<file path="src/rtl/unpack_pkg.sv">
// Shared types and helpers for the unpacker packet scheduler and its arbiter.
package unpack_pkg;

  typedef enum logic [1:0] {
    StIdle = 2'b00,
    StHdr  = 2'b01,
    StData = 2'b10,
    StDone = 2'b11
  } state_e;

  // Length field sits at the bottom of the header beat.
  localparam int unsigned LenLsb  = 0;
  localparam int unsigned DefLenW = 16;

  localparam int unsigned MaxReq = 8;

  // First set bit of req strictly after ptr, circularly over n requesters.
  function automatic int unsigned rr_pick(logic [MaxReq-1:0] req, int unsigned ptr,
                                          int unsigned n);
    int unsigned idx;
    int unsigned pick;
    logic        found;
    pick  = ptr;
    found = 1'b0;
    for (int unsigned k = 1; k <= MaxReq; k++) begin
      idx = (ptr + k) % n;
      if (k <= n && !found && ((req >> idx) & MaxReq'(1)) != '0) begin
        pick  = idx;
        found = 1'b1;
      end
    end
    return pick;
  endfunction

endpackage

</file>
<file path="src/rtl/rr_arbiter.sv">
// Round-robin picker with a pointer register; the pointer moves only on an update strobe.
module rr_arbiter import unpack_pkg::*; #(
  parameter int unsigned NUM_REQ = 2
) (
  input  logic                       clk,
  input  logic                       rst,
  input  logic [NUM_REQ-1:0]         req,
  input  logic                       update,
  input  logic [$clog2(NUM_REQ)-1:0] update_idx,
  output logic [$clog2(NUM_REQ)-1:0] pick,
  output logic                       any
);

  localparam int unsigned IdW = $clog2(NUM_REQ);

  logic [IdW-1:0] ptr_q;

  // Reset to the last index so that source 0 wins the first arbitration.
  always_ff @(posedge clk) begin
    if (rst) begin
      ptr_q <= IdW'(NUM_REQ - 1);
    end else if (update) begin
      ptr_q <= update_idx;
    end
  end

  assign any  = |req;
  assign pick = IdW'(rr_pick(MaxReq'(req), 32'(ptr_q), NUM_REQ));

endmodule

</file>
<file path="src/rtl/unpack_sched.sv">
// Packet-granular round-robin scheduler feeding one unpacker from NUM_REQ frame sources.
module unpack_sched import unpack_pkg::*; #(
  parameter int unsigned NUM_REQ   = 2,
  parameter int unsigned DATAWIDTH = 512,
  parameter int unsigned LEN_W     = 16
) (
  input  logic                           clk,
  input  logic                           rst,
  input  logic [NUM_REQ*DATAWIDTH-1:0]   req_data,
  input  logic [NUM_REQ-1:0]             req_valid,
  output logic [NUM_REQ-1:0]             req_ready,
  output logic [DATAWIDTH-1:0]           out_data,
  output logic                           out_valid,
  output logic                           out_inst,
  output logic                           out_last,
  input  logic                           out_ready,
  output logic [$clog2(NUM_REQ)-1:0]     grant_id,
  output logic                           busy,
  output logic                           pkt_done
);

  localparam int unsigned IdW = $clog2(NUM_REQ);

  state_e               state_q, state_d;
  logic [IdW-1:0]       grant_q, grant_d;
  logic [LEN_W-1:0]     cnt_q, cnt_d;
  logic [DATAWIDTH-1:0] sel_data;
  logic                 sel_valid;
  logic [LEN_W-1:0]     hdr_len;
  logic [IdW-1:0]       arb_pick;
  logic                 arb_any;
  logic                 arb_update;

  rr_arbiter #(
    .NUM_REQ (NUM_REQ)
  ) u_arb (
    .clk        (clk),
    .rst        (rst),
    .req        (req_valid),
    .update     (arb_update),
    .update_idx (grant_q),
    .pick       (arb_pick),
    .any        (arb_any)
  );

  assign sel_data  = req_data[32'(grant_q) * DATAWIDTH +: DATAWIDTH];
  assign sel_valid = req_valid[grant_q];
  assign hdr_len   = sel_data[LenLsb +: LEN_W];
  assign grant_id  = rst ? '0 : grant_q;

  always_comb begin
    state_d    = state_q;
    grant_d    = grant_q;
    cnt_d      = cnt_q;
    req_ready  = '0;
    out_data   = '0;
    out_valid  = 1'b0;
    out_inst   = 1'b0;
    out_last   = 1'b0;
    busy       = 1'b0;
    pkt_done   = 1'b0;
    arb_update = 1'b0;

    unique case (state_q)
      StIdle: begin
        if (arb_any) begin
          grant_d = arb_pick;
          state_d = StHdr;
        end
      end
      StHdr: begin
        busy               = 1'b1;
        out_inst           = 1'b1;
        out_last           = (hdr_len == '0);
        out_valid          = sel_valid;
        out_data           = sel_data;
        req_ready[grant_q] = out_ready;
        if (sel_valid && out_ready) begin
          cnt_d   = hdr_len;
          state_d = (hdr_len == '0) ? StDone : StData;
        end
      end
      StData: begin
        busy               = 1'b1;
        out_last           = (cnt_q == LEN_W'(1));
        out_valid          = sel_valid;
        out_data           = sel_data;
        req_ready[grant_q] = out_ready;
        if (sel_valid && out_ready) begin
          cnt_d = cnt_q - LEN_W'(1);
          if (cnt_q == LEN_W'(1)) begin
            state_d = StDone;
          end
        end
      end
      StDone: begin
        pkt_done   = 1'b1;
        arb_update = 1'b1;
        state_d    = StIdle;
      end
      default: state_d = StIdle;
    endcase

    // Reset is synchronous, so the outputs must be forced quiet for the whole reset cycle.
    if (rst) begin
      req_ready  = '0;
      out_data   = '0;
      out_valid  = 1'b0;
      out_inst   = 1'b0;
      out_last   = 1'b0;
      busy       = 1'b0;
      pkt_done   = 1'b0;
      arb_update = 1'b0;
    end
  end

  always_ff @(posedge clk) begin
    if (rst) begin
      state_q <= StIdle;
      grant_q <= '0;
      cnt_q   <= '0;
    end else begin
      state_q <= state_d;
      grant_q <= grant_d;
      cnt_q   <= cnt_d;
    end
  end

endmodule

</file>
<file path="config.mk">
export PLATFORM = sky130hd
export DESIGN_NAME = unpack_sched
export DESIGN_NICKNAME = d
export VERILOG_FILES = /design/src/rtl/unpack_pkg.sv /design/src/rtl/rr_arbiter.sv /design/src/rtl/unpack_sched.sv
export SDC_FILE = /design/constraint.sdc
export NUM_CORES = 1
export LEC_CHECK = 0
export CAP_MARGIN = 0
export CORE_AREA = 2 2 603 605
export DETAILED_ROUTE_END_ITERATION = 8
export DIE_AREA = 0 0 605 607
export GPL_TIMING_DRIVEN = 0
export PLACE_DENSITY_LB_ADDON = 0.3
export SYNTH_ARGS = -nofsm -noshare
export SYNTH_HDL_FRONTEND = slang
export SYNTH_HIERARCHICAL = 1
export SYNTH_SLANG_ARGS = --single-unit
</file>
<file path="constraint.sdc">
create_clock -name clk -period 3.9 [get_ports clk]
set_input_delay 0.585 -clock clk [delete_from_list [all_inputs] [get_ports clk]]
set_output_delay 0.585 -clock clk [all_outputs]
set_load 0.02 [all_outputs]
</file>
==> qor.txt <==
DR WL/cell: 38.2 um
Hold slack final: 0.473 ns
Reg clk slew, reported paths: 0.08 ns
Final worst slack: -0.121 ns
Sequential share of the synthesized area: 4.39%
Drt drc: 0
Req. time, crit path: 3.31 ns
Post-route minimum period: 4.02 ns
I/O Buffers: 1548
Pre-antenna DRT Iters: 5
Die Wd: 605 um
Failing checks: negative setup slack
Core footprint: 0.361 mm2
1st-iter DRT viols: 1315
Worst vdd ir: 0.149 mV
Clock Power Share: 1.9%
CP most frequent cell: buf_2
Largest net degree at the start of global routing: 11
Clk buf depth: 2
Clk_skew: 0.00520 ns
Final setup TNS: -0.678 ns
Netlist Area Pre-Place: 0.00913 mm2
DRT antenna net count: 0
Final Hold Fails: 0
FMAX: 0.249 GHz
Initial Util: 2.53%
Total nets after synthesis: 2375
Reg-to-reg slack, setup: 1.10 ns
Leak: 10.4 nW
Worst slew pin tran: 0.928 ns
I/O pins: 1549
Setup-failing EPs final: 12
Yosys top cell by area: mux2i_1
Post-Route WL: 297000 um
Top Usage Layer GRT: met2
Max-cap viol count: 0
Status: finished, violations left
Initial antenna violation count: 283
Final Max Tran Viols: 0
First-pass GRT wire length: 336000 um
Netlist cell types: 53
Synth warn: 6
Met2 Use GR: 30.3%
Comb pwr share: 95.3%
WP data arrival: 3.44 ns
Number of enable flip-flop cells after synthesis: 0
Fin crit share: 103%
Synth-to-layout area growth: 252%
Hold buffers post-CTS: 0
Unrepaired setup endpoints after global routing: yes
Crit-path max FO: 10
Syn_area_per_cell: 6.81 um2
Synth Register Bits: 20
Share of the synthesized area in the top cell type: 56.2%
Most common flop cell mapped by yosys: dfxtp_1
Net Sw Power: 0.00843 W
Register area: 400 um2
Row Count: 221
TritonCTS clock tree: built
Congestion Overflow GR: 0
P_int: 0.00511 W
HP Class: reg -> reg
Multi-input gate area: 0.00898 mm2
Switching portion of total power: 62.3%
Die height: 607 um
Met3 usage: 4.72%
Aggregate global-route resource usage: 15.4%
Async set-or-reset flop fraction in the synthesized netlist: 0%
Critical path's slowest cell: mux2i_1
Vias per cell: 2.44
Met1 Resource Use GR: 15.3%
Number of global-route vias before repair: 18400
TritonCTS Buffers: 3
Via count: 18900
Synth area leaders: mux2i_1, nor2_1, dfxtp_1, clkbuf_1, buf_2
Die area: 0.367 mm2
Largest stage delay on the critical path: 0.64 ns
PwrDens: 422 mW/mm2
CTS Root Cell: clkbuf_16
Layout cells sized above 1: 9.80%
Slew Limit Headroom: 38.4%
Gpl congestion: 1.05
Post-DP HPWL: 283000 um
Worst setup EP type: output port
WP buf/inv: 5
Number of nets in the layout: 3935
Htree depth: 1
Sequential power share: 2.9%
Sink Count: 20
Worst path cell trace: buf_2, buf_8, clkbuf_4, buf_2, mux2i_1, nor2_2, clkdlybuf4s50_1
Crit path kind: reg -> out
Filler cell count in the final layout: 42200
Gate count of the mapped netlist: 1339
Worst-Skew Late Latency: 0.28 ns
Largest delay share family, worst path: buffers and inverters
CP Launch Type: register
## logic make-up after synthesis
group | count (synthesis) | share of synthesized area [%]
flip-flops | 20 | 4.39
AND/OR/NAND/NOR | 589 | 25.6
multiplexers | 513 | 56.3
AO/OA/AOI/OAI | 67 | 5.99
buffers and inverters | 143 | 6.76
adder cells (fa/ha/maj) | 7 | 0.960
## power groups by stage
stage                     Combinational [W]  Sequential (W)  Clock [W]
after floorplan                     0.00498        0.000348          0
after global placement               0.0129        0.000399          0
after detailed placement             0.0129        0.000393          0
after CTS                            0.0132        0.000388   0.000265
after global routing                 0.0134        0.000405   0.000268
final                                0.0129        0.000388   0.000254
## cell type report
type / instances / share of cell area (%)
clock buffers: 3 / 0.234
plain buffers: 130 / 2.41
multi-input cells: 1176 / 27.9
flip-flops and latches: 20 / 1.25
inverters: 12 / 0.140
repair buffers: 1556 / 48.7
well taps: 4794 / 18.7
diodes: 86 / 0.670
## metrics by stage
stage / total power [W] / setup slack [ns] / utilization, % / std cells / instance area (um2)
finish: 0.0135 / -0.121 / 8.90 / 7777 / 32100
CTS: 0.0139 / -0.0276 / 8.78 / 7691 / 31700
floorplan: 0.00533 / 1.32 / - / 1339 / 9130
global route: 0.0141 / -0.0356 / 8.88 / 7741 / 32000
global placement: 0.0133 / -3.16 / 8.48 / 7681 / 30600
detailed placement: 0.0133 / -2.17 / 8.52 / 7689 / 30800
## placed cells by master (no fill, tap or decap), drive strengths merged, types with 7 or more instances in the layout
master / Yosys / routed
diode: 0 / 86
buf: 57 / 66
clkdlybuf4s15: 0 / 26
clkbuf: 74 / 77
nand2: 13 / 13
a31oi: 10 / 10
ha: 7 / 7
dlymetal6s2s: 0 / 37
o31ai: 7 / 7
a21oi: 10 / 10
dlygate4sd2: 0 / 67
mux2i: 512 / 512
dfxtp: 20 / 20
clkdlybuf4s50: 0 / 1415
o41ai: 9 / 9
nor2: 529 / 529
inv: 12 / 12
## repair_timing
item / CTS / global route
buffers inserted: 0 / 0
cloned: 0 / 0
gates resized for setup: 380 / 91
setup endpoints to repair: 517 / 106
## worst register-to-register path, stage by stage, from the launching register on
cell and delay, ns:
dfxtp_1 0.38, inv_1 0.14, ha_1 0.24, clkbuf_2 0.27, o22ai_2 0.67, clkbuf_1 0.60
a31oi_1 0.21, a211oi_2 0.22
## state kept, by name, summed over array words and instances (netlist names)
signal / cells
cnt_q: 16
grant_q: 1
state_q: 2
u_arb/ptr_q: 1
## routing by layer
metal	up-vias	part of all wire (%)
met2	1254	54
met1	9213	34
met4	132	4.3
met5	-	0.29
met3	510	7.2
li1	7834	-
## cells in the mapped netlist, types with 2 or more instances
library cell  count
nor2_1          529
o41ai_1           6
mux2i_1         512
inv_1            12
o21ai_0           3
or4_4             2
a211oi_2          2
nand2_1          13
nand4_1           3
nand2b_1          5
buf_2            55
a41o_1            2
nand3b_1          2
a211oi_1          3
a311o_1           3
dfxtp_1          20
or2_2             2
o31ai_1           7
o211ai_1          2
nor3_1            6
clkbuf_1         74
a2bb2oi_1         2
a21oi_1          10
nor4_1            6
o21ai_1           3
o41ai_2           2
nand3_1           6
or3_1             4
ha_1              7
a31oi_1          10
nor2b_1           4
## path summary, 6_finish.rpt
check                                 from            end  depth (start not counted)
worst max register to register  state_q[0]      cnt_q[15]                          7
worst max-delay path               grant_q  out_data[235]                          7
worst min register to register     grant_q    u_arb/ptr_q                          1
worst min-delay path               grant_q    u_arb/ptr_q                          1
Power figures use the tool's default switching activity.
